[src/rtl/sysray_pkg.sv]
// Shared types and constants for the sysray systolic array and its input stager.
package sysray_pkg;

    localparam int SYS_DATA_W = 16;

    typedef logic [SYS_DATA_W-1:0] sys_data_t;

    typedef enum logic [1:0] {
        SKEW_IDLE,
        SKEW_STREAM,
        SKEW_DRAIN
    } skew_state_e;

    // Width of the drain counter, which must hold N-1 and never be zero bits wide.
    function automatic int skew_cnt_width(input int n);
        return (n > 1) ? $clog2(n) : 1;
    endfunction

endpackage

[src/rtl/sysray_delay_line.sv]
// Data+valid shift register, DEPTH stages, shifting every cycle with no enable.
module sysray_delay_line #(
    parameter int DEPTH = 1,
    parameter int W     = 16
) (
    input  logic         clk,
    input  logic         rst,
    input  logic [W-1:0] data_i,
    input  logic         valid_i,
    output logic [W-1:0] data_o,
    output logic         valid_o
);

    logic [DEPTH-1:0][W-1:0] data_q;
    logic [DEPTH-1:0]        valid_q;

    // NOTE: the data stages are reset too, not just valid, so a discarded tile
    // cannot leak stale values onto the array after a mid-operation reset.
    always_ff @(posedge clk or posedge rst) begin
        if (rst) begin
            data_q  <= '0;
            valid_q <= '0;
        end else begin
            data_q[0]  <= data_i;
            valid_q[0] <= valid_i;
            for (int i = 1; i < DEPTH; i++) begin
                data_q[i]  <= data_q[i-1];
                valid_q[i] <= valid_q[i-1];
            end
        end
    end

    assign data_o  = data_q[DEPTH-1];
    assign valid_o = valid_q[DEPTH-1];

endmodule

[src/rtl/sysray_skew.sv]
// Input stager for sysray: skews lane k by k cycles and drains the wavefront after a tile's last vector.
module sysray_skew
    import sysray_pkg::*;
#(
    parameter int N = 2,
    parameter int W = SYS_DATA_W
) (
    input  logic                clk,
    input  logic                rst,
    input  logic [N-1:0][W-1:0] in_data_i,
    input  logic                in_valid_i,
    input  logic                in_last_i,
    output logic                in_ready_o,
    output logic [N-1:0][W-1:0] sysdata_o,
    output logic [N-1:0]        sysdata_valid_o,
    output logic                busy_o,
    output logic                done_o
);

    localparam int CW = skew_cnt_width(N);

    skew_state_e   state_q, state_d;
    logic [CW-1:0] drain_cnt_q, drain_cnt_d;
    logic          done_q, done_d;
    logic          accept;

    assign in_ready_o = (state_q != SKEW_DRAIN);
    assign accept     = in_valid_i && in_ready_o;

    // NOTE: sequential state uses non-blocking assignments so every register
    // samples pre-edge values regardless of statement order.
    always_ff @(posedge clk or posedge rst) begin
        if (rst) begin
            state_q     <= SKEW_IDLE;
            drain_cnt_q <= '0;
            done_q      <= 1'b0;
        end else begin
            state_q     <= state_d;
            drain_cnt_q <= drain_cnt_d;
            done_q      <= done_d;
        end
    end

    // NOTE: every signal driven here gets a default first, so no path can
    // leave one unassigned and infer a latch.
    always_comb begin
        state_d     = state_q;
        drain_cnt_d = drain_cnt_q;
        done_d      = 1'b0;
        case (state_q)
            SKEW_IDLE, SKEW_STREAM: begin
                if (accept) begin
                    if (!in_last_i) begin
                        state_d = SKEW_STREAM;
                    end else if (N > 1) begin
                        state_d     = SKEW_DRAIN;
                        drain_cnt_d = CW'(N - 1);
                    end else begin
                        state_d = SKEW_IDLE;
                        done_d  = 1'b1;
                    end
                end
            end
            SKEW_DRAIN: begin
                drain_cnt_d = drain_cnt_q - 1'b1;
                if (drain_cnt_q == CW'(1)) begin
                    state_d = SKEW_IDLE;
                    done_d  = 1'b1;
                end
            end
            default: state_d = SKEW_IDLE;
        endcase
    end

    // Lane k is k+1 stages deep; bubbles load zero data so invalid lanes read 0.
    for (genvar k = 0; k < N; k++) begin : g_lane
        sysray_delay_line #(
            .DEPTH (k + 1),
            .W     (W)
        ) u_line (
            .clk     (clk),
            .rst     (rst),
            .data_i  (accept ? in_data_i[k] : '0),
            .valid_i (accept),
            .data_o  (sysdata_o[k]),
            .valid_o (sysdata_valid_o[k])
        );
    end

    assign busy_o = (state_q != SKEW_IDLE);
    assign done_o = done_q;

endmodule
[config.mk]
export PLATFORM = sky130hd
export DESIGN_NAME = sysray_skew
export DESIGN_NICKNAME = d
export VERILOG_FILES = /design/src/rtl/sysray_pkg.sv /design/src/rtl/sysray_delay_line.sv /design/src/rtl/sysray_skew.sv
export SDC_FILE = /design/constraint.sdc
export NUM_CORES = 1
export LEC_CHECK = 0
export BUFFER_PORTS_ARGS = -buffer_cell sky130_fd_sc_hd__buf_2
export CORE_ASPECT_RATIO = 1.1
export CORE_MARGIN = 2
export CORE_UTILIZATION = 50
export DETAILED_ROUTE_END_ITERATION = 8
export PLACE_DENSITY = 0.82
export SLEW_MARGIN = 10
export SYNTH_ARGS = -nofsm -noshare
export SYNTH_HDL_FRONTEND = slang
export SYNTH_SLANG_ARGS = --single-unit
[constraint.sdc]
create_clock -name clk -period 2.7 [get_ports clk]
set_clock_uncertainty 0.1 [all_clocks]
set_input_delay 0.27 -clock clk [delete_from_list [all_inputs] [get_ports clk]]
set_output_delay 0.27 -clock clk [all_outputs]
set_load 0.02 [all_outputs]
==> results.sh <==
export IMPL_outcome="completed"
export IMPL_synth_area_leaders="sky130_fd_sc_hd__dfrtp_1 74%, sky130_fd_sc_hd__and3_1 11%, sky130_fd_sc_hd__buf_4 7.4%"
export IMPL_part_of_the_power_in_combinational_logic_pct=12.6
export IMPL_finalSetupViolCount=0
export IMPL_worst_ir_drop_vdd_uv=386
export IMPL_chipHeight_um=67.2
export IMPL_grt_resource_usage_total_pct=15.0
export IMPL_detail_route_iter0_violations=14
export IMPL_clkSlewWorstSetupHoldPaths_ns=0.14
export IMPL_clock_tree_buffer_depth=2
export IMPL_avgRoutedWirePerCell_um=12.4
export IMPL_cts_buffers=5
export IMPL_avgViaCountPerCell=4.55
export IMPL_initial_core_util_pct=53.3
export IMPL_share_seq_of_total_power_pct=54.4
export IMPL_postSynthRegisterBits=54
export IMPL_row_count=22
export IMPL_synth_compound_area_share_pct=1.17
export IMPL_gp_congestion=0.666
export IMPL_synth_yosys_seq_area_share_pct=74.3
export IMPL_grt_pass1_wl_um=4370
export IMPL_maximum_clock_frequency_mhz=539
export IMPL_finalCritPeriodShare_pct=68.8
export IMPL_post_synth_top_count_cell="sky130_fd_sc_hd__dfrtp_1"
export IMPL_synthesis_area_sq_um=1820
export IMPL_cp_required_ns=2.33
export IMPL_cts_htree_levels=2
export IMPL_route_antenna_remaining_nets=0
export IMPL_clk_latency_ns=0.36
export IMPL_cts_resized_gates=0
export IMPL_critPathArrivalTime_ns=1.49
export IMPL_hold_slack_ns=0.0296
export IMPL_post_route_drc_count=0
export IMPL_core_sq_um=3410
export IMPL_post_synth_top_area_fraction_pct=74.3
export IMPL_yosys_area_share_adder_pct=0
export IMPL_via_count_of_the_first_global_routing_pass=957
export IMPL_final_net_count=216
export IMPL_worstSetupPathType="flip-flop to output pin"
export IMPL_power_leakage_nw=1.29
export IMPL_totalNegativeSetupSlack_ns=0
export IMPL_syn_inst=124
export IMPL_maxCapViolCount=0
export IMPL_timing_final_hold_violations=0
export IMPL_largest_net_degree_at_the_start_of_global_routing=55
export IMPL_num_antenna_cells=0
export IMPL_synth_flop_cell="sky130_fd_sc_hd__dfrtp_1"
export IMPL_post_synth_xor_area_fraction_pct=0.482
export IMPL_cts_sink_count=54
export IMPL_rsz_0062_raised_after_global_routing="false"
export IMPL_tritoncts="built"
export IMPL_synth_area_per_cell_sq_um=14.7
export IMPL_number_of_synthesized_flops_with_an_enable_pin=0
export IMPL_cts_root_buffer="sky130_fd_sc_hd__clkbuf_4"
export IMPL_synthesis_warning_total=0
export IMPL_grt_busiest_layer="met2"
export IMPL_routed_wl_um=2840
export IMPL_synth_largest_area_cell="sky130_fd_sc_hd__dfrtp_1"
export IMPL_period_needed_ns=1.86
export IMPL_synth_mux_area_share_pct=0
export IMPL_port_buffer_count=72
export IMPL_slew_headroom_pct=31.4
export IMPL_pwr_density_cell_nw_per_um2=760
export IMPL_die_area_sq_um=4130
export IMPL_use_met2_pct=23.3
export IMPL_worstSetupStartpointType="flip-flop"
export IMPL_synth_simple_gate_area_share_pct=12.9
export IMPL_p_sw_share_pct=23.3
export IMPL_drive_above_1_share_pct=45.9
export IMPL_worst_slew_pin_transition_ns=1.03
export IMPL_global_route_usage_met3_pct=6.51
export IMPL_met1_layer_usage_reported_by_global_route_pct=17.6
export IMPL_ios=73
export IMPL_min_path_type="input pin to flip-flop"
export IMPL_dr_pass1_iters=4
export IMPL_via_count=1041
export IMPL_layout_area_overhead_vs_synth_pct=19.5
export IMPL_p_clk_share_pct=33.0
export IMPL_die_w_um=61.5
export IMPL_p_sw_w=0.000385
export IMPL_antenna_found_initial=0
export IMPL_ys_types=16
export IMPL_postSynthNetCount=160
export IMPL_critical_path_max_fanout=19
export IMPL_critical_path_endpoint_type="output pin"
export IMPL_ys_top_cells_by_count="54 x sky130_fd_sc_hd__dfrtp_1, 32 x sky130_fd_sc_hd__and3_1, 18 x sky130_fd_sc_hd__buf_4"
export IMPL_synth_async_reset_ratio_pct=100
export IMPL_synth_top_family_by_area="simple AND/OR/NAND/NOR gates"
export IMPL_power_report_internal_total_w=0.00127
export IMPL_post_cts_setup_buffer_count=0
export IMPL_timing_final_max_slew_violations=0
export IMPL_grt_overflow_total=0
## power groups by stage
stage | clock network (W) | logic [W] | registers [W]
detailed placement | 0 | 0.000211 | 0.000915
global placement | 0 | 0.000204 | 0.000911
global route | 0.000592 | 0.000231 | 0.000907
finish | 0.000544 | 0.000209 | 0.000898
CTS | 0.000554 | 0.000212 | 0.000899
floorplan | 0 | 0.000145 | 0.000934
## layout make-up
cell class                      count  area, sq um
Fill cell                         279         1240
Sequential cell                    54         1350
Tap cell                           48         60.1
Timing Repair Buffer               74          378
Inverter                            2         7.51
Clock inverter                      2         60.1
Clock buffer                        6         51.3
Multi-Input combinational cell     43          264
## registers in the layout (all words and copies together), names as in the netlist
| register | cells |
|---|---|
| g_lane.u_line.data_o | 32 |
| g_lane.u_line.data_q | 16 |
| g_lane.u_line.valid_q | 2 |
| state_q | 2 |
| done_o | 1 |
| drain_cnt_q | 1 |
## timing repair
action                                 4_1_cts  5_1_grt
hold buffers                                 1        0
setup endpoints to repair                    0        0
endpoints found under the hold margin        1        0
## critical path: stages (launching register included)
cell and delay, ns:
sky130_fd_sc_hd__dfrtp_1 0.47, sky130_fd_sc_hd__nand2b_1 0.40, sky130_fd_sc_hd__buf_2 0.26
## cells in the final DEF (no fill, tap or decap), drive strengths merged
master | synthesis | layout
dfrtp | 54 | 54
o22ai | 1 | 1
a211oi | 1 | 1
and2 | 1 | 1
nand2 | 1 | 1
nor2 | 3 | 3
or2 | 1 | 1
buf | 22 | 73
xor2 | 1 | 1
inv | 2 | 2
and3 | 32 | 32
a22oi | 1 | 1
nand2b | 1 | 1
dlygate4sd3 | 0 | 1
bufinv | 0 | 2
clkbuf | 3 | 6
## final timing paths
path                                       startpoint                          to  slack (ns)  cells past startpoint
min reg2reg                g_lane[1].u_line.data_q[9]  g_lane[1].u_line.data_o[9]        0.26                      0
min                                      in_data_i[4]  g_lane[0].u_line.data_o[4]        0.03                      2
max in group asynchronous                         rst  g_lane[1].u_line.data_o[9]        1.84                      2
min in group asynchronous                         rst  g_lane[1].u_line.data_o[1]        0.04                      2
max                                        state_q[1]                  in_ready_o        0.84                      2
max reg2reg                                state_q[0]  g_lane[0].u_line.data_o[9]        1.19                      3
## metal layers
layer,vias to the layer above,share of wire [%]
met5,-,0
met3,9,10
met1,480,36
met4,0,3.1
met2,55,50
li1,497,-
## through the flow
stage          setup WS [ns]  area (sq um)  total power, W  utilization (%)  std cells
2_1_floorplan           1.02          1820         0.00108                -        124
3_3_place_gp            1.25          2050         0.00112             60.1        220
3_5_place_dp            1.19          2050         0.00113             60.1        220
4_1_cts                0.812          2170         0.00166             63.6        229
5_1_grt                0.691          2170         0.00173             63.6        229
6_report               0.843          2170         0.00165             63.6        229
## cell families (layout without fill, tap and decap cells)
logic type / after synthesis / in the layout
buf+inv: 27 / 84
flops: 54 / 54
simple gates: 39 / 39
xor+xnor: 1 / 1
compound gates: 3 / 3
Note: power is estimated with default switching activity, not from simulation.
